`src/rtl/rf_wport_arbiter_pkg.sv`:
```
// Shared definitions for the register-file write-port arbiter: FSM encodings
// and default widths/limits used by the interface and the arbiter.
package rf_wport_arbiter_pkg;

  localparam int ARB_DATA_W   = 32;
  localparam int ARB_RF_AW    = 5;
  localparam int ARB_MAX_WAIT = 4;

  typedef enum logic [1:0] {
    ARB_IDLE  = 2'd0,
    ARB_PEND  = 2'd1,
    ARB_STALL = 2'd2
  } arb_state_t;

endpackage

```
`src/rtl/rf_wport_arbiter_if.sv`:
```
// Bundle of WB/LU request, register-file write and pipeline feedback signals
// around the write-port arbiter; slave is the arbiter side.
interface rf_wport_arbiter_if
  import rf_wport_arbiter_pkg::*;
#(
  parameter int DATA_W = ARB_DATA_W,
  parameter int RF_AW  = ARB_RF_AW
);

  logic              wb_req_wen;
  logic [RF_AW-1:0]  wb_req_waddr;
  logic [DATA_W-1:0] wb_req_wdata;
  logic              lu_valid;
  logic [RF_AW-1:0]  lu_waddr;
  logic [DATA_W-1:0] lu_wdata;
  logic              lu_ready;
  logic              rf_wen;
  logic [RF_AW-1:0]  rf_waddr;
  logic [DATA_W-1:0] rf_wdata;
  logic              stall_req;
  logic              pend_valid;
  logic [RF_AW-1:0]  pend_waddr;
  logic              waw_kill;

  modport slave (
    input  wb_req_wen, wb_req_waddr, wb_req_wdata,
    input  lu_valid, lu_waddr, lu_wdata,
    output lu_ready,
    output rf_wen, rf_waddr, rf_wdata,
    output stall_req, pend_valid, pend_waddr, waw_kill
  );

  modport master (
    output wb_req_wen, wb_req_waddr, wb_req_wdata,
    output lu_valid, lu_waddr, lu_wdata,
    input  lu_ready,
    input  rf_wen, rf_waddr, rf_wdata,
    input  stall_req, pend_valid, pend_waddr, waw_kill
  );

endinterface

```
`src/rtl/rf_wport_arbiter.sv`:
```
// Shares the single register-file write port between WB (always wins) and the
// long-latency unit, via a zero-latency bypass or a one-entry pending buffer.
module rf_wport_arbiter
  import rf_wport_arbiter_pkg::*;
#(
  parameter int DATA_W   = ARB_DATA_W,
  parameter int RF_AW    = ARB_RF_AW,
  parameter int MAX_WAIT = ARB_MAX_WAIT
) (
  input  logic               clk,
  input  logic               rst,
  rf_wport_arbiter_if.slave  bus
);

  localparam logic [3:0] WAIT_LAST = 4'(MAX_WAIT - 1);

  arb_state_t        state_reg,     state_next;
  logic              buf_valid_reg, buf_valid_next;
  logic [RF_AW-1:0]  buf_waddr_reg, buf_waddr_next;
  logic [DATA_W-1:0] buf_wdata_reg, buf_wdata_next;
  logic [3:0]        wait_cnt_reg,  wait_cnt_next;

  logic lu_ready;
  logic wb_act;
  logic lu_acc;
  logic waw_hit;

  assign lu_ready = (state_reg == ARB_IDLE);
  assign wb_act   = bus.wb_req_wen && (bus.wb_req_waddr != '0);
  assign lu_acc   = bus.lu_valid && lu_ready;
  // A WB write to the buffered destination is younger and supersedes it.
  assign waw_hit  = buf_valid_reg && wb_act && (bus.wb_req_waddr == buf_waddr_reg);

  always_ff @(posedge clk or negedge rst) begin
    if (!rst) begin
      state_reg     <= ARB_IDLE;
      buf_valid_reg <= 1'b0;
      buf_waddr_reg <= '0;
      buf_wdata_reg <= '0;
      wait_cnt_reg  <= '0;
    end else begin
      state_reg     <= state_next;
      buf_valid_reg <= buf_valid_next;
      buf_waddr_reg <= buf_waddr_next;
      buf_wdata_reg <= buf_wdata_next;
      wait_cnt_reg  <= wait_cnt_next;
    end
  end

  always_comb begin
    state_next     = state_reg;
    buf_valid_next = buf_valid_reg;
    buf_waddr_next = buf_waddr_reg;
    buf_wdata_next = buf_wdata_reg;
    wait_cnt_next  = wait_cnt_reg;
    case (state_reg)
      ARB_IDLE: begin
        if (lu_acc && wb_act && (bus.lu_waddr != '0)) begin
          buf_valid_next = 1'b1;
          buf_waddr_next = bus.lu_waddr;
          buf_wdata_next = bus.lu_wdata;
          wait_cnt_next  = '0;
          state_next     = ARB_PEND;
        end
      end
      ARB_PEND, ARB_STALL: begin
        // Either the slot is free (drain) or WB overwrote the same register.
        if (!wb_act || waw_hit) begin
          buf_valid_next = 1'b0;
          wait_cnt_next  = '0;
          state_next     = ARB_IDLE;
        end else if (state_reg == ARB_PEND) begin
          wait_cnt_next = wait_cnt_reg + 4'd1;
          if (wait_cnt_reg == WAIT_LAST) begin
            state_next = ARB_STALL;
          end
        end
      end
      default: begin
        state_next = ARB_IDLE;
      end
    endcase
  end

  // Write mux is gated by reset so the RF sees no write while reset is held.
  always_comb begin
    bus.rf_wen   = 1'b0;
    bus.rf_waddr = '0;
    bus.rf_wdata = '0;
    if (rst) begin
      if (wb_act) begin
        bus.rf_wen   = 1'b1;
        bus.rf_waddr = bus.wb_req_waddr;
        bus.rf_wdata = bus.wb_req_wdata;
      end else if (buf_valid_reg) begin
        bus.rf_wen   = 1'b1;
        bus.rf_waddr = buf_waddr_reg;
        bus.rf_wdata = buf_wdata_reg;
      end else if (lu_acc && (bus.lu_waddr != '0)) begin
        bus.rf_wen   = 1'b1;
        bus.rf_waddr = bus.lu_waddr;
        bus.rf_wdata = bus.lu_wdata;
      end
    end
  end

  assign bus.lu_ready   = lu_ready;
  assign bus.stall_req  = (state_reg == ARB_STALL);
  assign bus.pend_valid = buf_valid_reg;
  assign bus.pend_waddr = buf_waddr_reg;
  assign bus.waw_kill   = rst && waw_hit;

endmodule

```
`src/flat_wrapper.sv`:
```
// flat-port wrapper written by rule: the top's interface ports become plain ports
module rf_wport_arbiter_flat import rf_wport_arbiter_pkg::*;
#(
  parameter int DATA_W   = ARB_DATA_W,
  parameter int RF_AW    = ARB_RF_AW,
  parameter int MAX_WAIT = ARB_MAX_WAIT
)
  (clk, rst, bus_wb_req_wen, bus_wb_req_waddr, bus_wb_req_wdata, bus_lu_valid, bus_lu_waddr, bus_lu_wdata, bus_lu_ready, bus_rf_wen, bus_rf_waddr, bus_rf_wdata, bus_stall_req, bus_pend_valid, bus_pend_waddr, bus_waw_kill);
  rf_wport_arbiter_if #(.DATA_W(DATA_W), .RF_AW(RF_AW)) bus_i ();
  input  logic clk;
  input  logic rst;
  input wire logic [$bits(bus_i.wb_req_wen)-1:0] bus_wb_req_wen;
  input wire logic [$bits(bus_i.wb_req_waddr)-1:0] bus_wb_req_waddr;
  input wire logic [$bits(bus_i.wb_req_wdata)-1:0] bus_wb_req_wdata;
  input wire logic [$bits(bus_i.lu_valid)-1:0] bus_lu_valid;
  input wire logic [$bits(bus_i.lu_waddr)-1:0] bus_lu_waddr;
  input wire logic [$bits(bus_i.lu_wdata)-1:0] bus_lu_wdata;
  output wire logic [$bits(bus_i.lu_ready)-1:0] bus_lu_ready;
  output wire logic [$bits(bus_i.rf_wen)-1:0] bus_rf_wen;
  output wire logic [$bits(bus_i.rf_waddr)-1:0] bus_rf_waddr;
  output wire logic [$bits(bus_i.rf_wdata)-1:0] bus_rf_wdata;
  output wire logic [$bits(bus_i.stall_req)-1:0] bus_stall_req;
  output wire logic [$bits(bus_i.pend_valid)-1:0] bus_pend_valid;
  output wire logic [$bits(bus_i.pend_waddr)-1:0] bus_pend_waddr;
  output wire logic [$bits(bus_i.waw_kill)-1:0] bus_waw_kill;
  assign bus_i.wb_req_wen = bus_wb_req_wen;
  assign bus_i.wb_req_waddr = bus_wb_req_waddr;
  assign bus_i.wb_req_wdata = bus_wb_req_wdata;
  assign bus_i.lu_valid = bus_lu_valid;
  assign bus_i.lu_waddr = bus_lu_waddr;
  assign bus_i.lu_wdata = bus_lu_wdata;
  assign bus_lu_ready = bus_i.lu_ready;
  assign bus_rf_wen = bus_i.rf_wen;
  assign bus_rf_waddr = bus_i.rf_waddr;
  assign bus_rf_wdata = bus_i.rf_wdata;
  assign bus_stall_req = bus_i.stall_req;
  assign bus_pend_valid = bus_i.pend_valid;
  assign bus_pend_waddr = bus_i.pend_waddr;
  assign bus_waw_kill = bus_i.waw_kill;
  rf_wport_arbiter #(.DATA_W(DATA_W), .RF_AW(RF_AW), .MAX_WAIT(MAX_WAIT)) u_core (.clk(clk), .rst(rst), .bus(bus_i));
endmodule
```
`config.mk`:
```
export PLATFORM = sky130hd
export DESIGN_NAME = rf_wport_arbiter_flat
export DESIGN_NICKNAME = d
export VERILOG_FILES = /design/src/rtl/rf_wport_arbiter_pkg.sv /design/src/rtl/rf_wport_arbiter_if.sv /design/src/rtl/rf_wport_arbiter.sv /design/src/flat_wrapper.sv
export SDC_FILE = /design/constraint.sdc
export NUM_CORES = 1
export LEC_CHECK = 0
export ABC_CLOCK_PERIOD_IN_PS = 2470
export CAP_MARGIN = 20
export CELL_PAD_IN_SITES_DETAIL_PLACEMENT = 2
export CELL_PAD_IN_SITES_GLOBAL_PLACEMENT = 2
export CORE_ASPECT_RATIO = 0.5
export CORE_MARGIN = 3
export CORE_UTILIZATION = 21
export CTS_CLUSTER_DIAMETER = 120
export DETAILED_ROUTE_END_ITERATION = 16
export MAX_ROUTING_LAYER = met4
export PLACE_DENSITY_LB_ADDON = 0.1
export SETUP_SLACK_MARGIN = 0.3
export SLEW_MARGIN = 30
export SYNTH_ARGS = -nofsm -noshare
export SYNTH_HDL_FRONTEND = slang
export SYNTH_SLANG_ARGS = --single-unit
```
`constraint.sdc`:
```
create_clock -name clk -period 2.47 [get_ports clk]
set_input_delay 0.494 -clock clk [delete_from_list [all_inputs] [get_ports clk]]
set_output_delay 0.494 -clock clk [all_outputs]
set_load 0.005 [all_outputs]
```
==> impl_metrics.toml <==
[synth]
yosys.area_share.simple_pct = 22.0
ys_ff_latch = 44
yosys_warnings = 0
yosysMostFrequentCell = "nand2_1"
yosysUniqueCellTypes = 34
yosys.area.top_type = "dfrtp_1"
syn_avg_cell_area_um2 = 8.77
synth_xor_area_share_pct = 1.57
ys_async_sr_fraction_pct = 100
ys_seq_area_share_pct = 39.5
yosys-top-cells-area = "dfrtp_1, mux2_2, nand2_1"
syn_nets = 402
synth_top_family_by_area = "simple AND/OR/NAND/NOR gates"
synth_flop_cell = "dfrtp_1"
syn_area_um2 = 2790
synth_edf_count = 0
synthAdderAreaFrac_pct = 2.69
synthMuxAreaShare_pct = 14.9
syn_inst = 318
synth_top_area_share_pct = 39.5
ys_top_cells_by_count = "nand2_1, dfrtp_1, nand3_1"
synth_compound_gate_area_share_pct = 14.1

[setup_path]
path_max_fanout = 6
required_ns = 1.98
cpMostUsedCell = "buf_6"
rr_startpoint = "u_core.state_reg[0]"
worst_r2r_path_depth = 10
arrival_ns = 2.38
critPathSlowestCell = "or4_4"
reg2reg_setup_slack_ns = 0.37
end_kind = "primary output"
max_stage_delay_ns = 0.54
r2r-end = "u_core.buf_wdata_reg[19]"
worstSetupPathType = "primary input to primary output"
cp-start-kind = "primary input"
path_cells = "buf_6 > or4_4 > buf_6 > buf_6 > o21ai_4 > buf_6 > buf_12 > buf_16 > buf_8 > nand3_2 > a31oi_1 > buf_2"

[power_and_ir_drop]
combPwrFrac_pct = 53.4
switching_share_pct = 36.4
seq_power_share_pct = 30.9
p_sw_w = 0.00158
peakVddDrop_v = 0.000319
p_int_w = 0.00276
p_per_area_nw_per_um2 = 766
p_leak_nw = 2.43
clkPwrFrac_pct = 15.7
power_w = 0.00434

[layout]
antenna_cells = 0
syn2layout_area_growth_pct = 103
final_layout_size_suffix_gt1_share_pct = 47.1
utilization_pct = 44.2
largest_reg_flops = 32
final_nets = 588
instances_no_fill = 675

[cts]
clk_latency_ns = 0.30
clock_sinks = 44
holdBufCountCts = 0
cts_root_buf = "clkbuf_16"
h-tree-depth = 2
clkTransAtPathRegs_ns = 0.07
tritoncts = "done"
ctsLongestPathBuffers = 2
cts_buffers = 5

[floorplanning]
initial_core_util_pct = 21.8
dieHeight_um = 87.5
std_cell_rows = 29
num_io_pins = 125
die_x_um = 169
coreArea_um2 = 12800
dieArea_um2 = 14800

[drt]
wl_met1_mm = 6.17
wire_per_inst_um = 21.1
dr.pass1.iters = 4
wl_met2_mm = 7.33
routed-wl-met3_um = 504
drc = 0
postRouteAntennaNets = 0
vias = 3219
wirelength_mm = 14.2
vias_per_cell = 4.77
highest_layer = "met4"
drtIter0Drc = 70

[place]
place_inst = 624
hpwl_mm = 8.52
dp_worst_setup_slack_ns = -0.987
place.gp.congestion = 0.823
io_buffers = 124

[sta]
setup_viol = 82
relSlewSlack_pct = 45.3
maxSlewViolCount = 0
fin_tns_setup_ns = -19.82
fin_ws_ns = -0.399
worst-slew-pin-transition_ns = 0.820
hold_viol = 0
max_freq_ghz = 0.349
rsz0062_at_grt = "yes"
fin_crit_sh_pct = 116
clock_skew_ns = 0.00674
min_period_ns = 2.87

[status]
status = "finished with violations"
failed_checks = "setup timing"

[global_route]
grt_overflow = 0
grt_max_degree = 45
grt.total_usage_pct = 18.6
grt_pass1_vias = 3559
grt_antenna_before_repair = 0
grt_pass1_wl_mm = 20.6

[worst_hold_path]
hold_class = "primary input to asynchronous set/reset pin"

[run]
max_cap_viol_count = 0
[final cells by class]
| class | instances | area (um^2) |
|---|---|---|
| clock buffers | 5 | 125 |
| inverters | 6 | 22.5 |
| repair buffers | 202 | 2140 |
| flip-flops and latches | 44 | 1100 |
| multi-input cells | 245 | 2040 |
| clock inverters | 3 | 18.8 |
| well taps | 170 | 213 |
| fillers | 1299 | 7150 |
[stage by stage]
step	hold WS [ns]	area [um^2]
after CTS	0.334	5110
after floorplan	0.198	2790
after global placement	0.469	4440
after detailed placement	0.485	4440
after global routing	0.348	5660
final	0.298	5660
[worst max path at each step]
stage / start / slack, ns / depth (start not counted) / end
after floorplan: bus_wb_req_waddr[1] / 0.01 / 7 / bus_rf_wdata[10]
after global placement: bus_wb_req_waddr[1] / -1.00 / 8 / bus_rf_wdata[20]
after detailed placement: bus_wb_req_waddr[1] / -0.99 / 8 / bus_rf_wdata[20]
after CTS: bus_wb_req_waddr[3] / -0.39 / 10 / bus_rf_wdata[29]
after global routing: bus_wb_req_waddr[4] / -0.45 / 12 / bus_rf_waddr[3]
final: bus_wb_req_waddr[4] / -0.40 / 12 / bus_rf_waddr[3]
[power by group through the flow]
stage / Combinational [W] / Sequential [W] / Clock (W)
global placement: 0.00169 / 0.00127 / 0
detailed placement: 0.00174 / 0.00131 / 0
finish: 0.00231 / 0.00134 / 0.000682
floorplan: 0.000882 / 0.00123 / 0
global route: 0.00251 / 0.00139 / 0.000743
CTS: 0.00201 / 0.00130 / 0.000695
[per-layer routing]
metal | vias up | GRT usage, %
met5 | - | -
met4 | 0 | 3.64
met3 | 14 | 3.45
met2 | 57 | 32.5
met1 | 1632 | 22.8
li1 | 1516 | -
[cells by family after synthesis]
group / Yosys count
fa+ha+maj: 6
simple gates: 137
buf+inv: 29
flops: 44
mux: 37
compound gates: 60
xor+xnor: 5
[critical path: cells and delay by family]
family / cells / cell delay, ns
buffers and inverters: 8 / 0.97
and+or+nand+nor: 2 / 0.61
AOI/OAI and AO/OA: 2 / 0.30
[placed cells by master, fill, tap and decap left out, types with 5 or more instances in the layout]
master	instances
a31oi_1	27
a31oi_4	6
buf_12	16
buf_16	9
buf_2	42
buf_4	26
buf_6	25
clkbuf_16	6
clkdlybuf4s50_1	74
dfrtp_1	43
ha_1	5
mux2_2	23
mux2_4	14
nand2_1	50
nand2_2	12
nand2_4	13
nand3_1	30
nand3_2	9
nor2_1	6
xnor2_1	5
[repair_timing]
item | 4_1_cts | 5_1_grt
pin swaps | 39 | 42
setup endpoints to repair | 82 | 84
gates cloned | 10 | 1
hold endpoints to repair | 0 | 0
resized for setup | 254 | 88
setup buffers | 15 | 17
No activity file was read; power rests on OpenSTA's default activity.
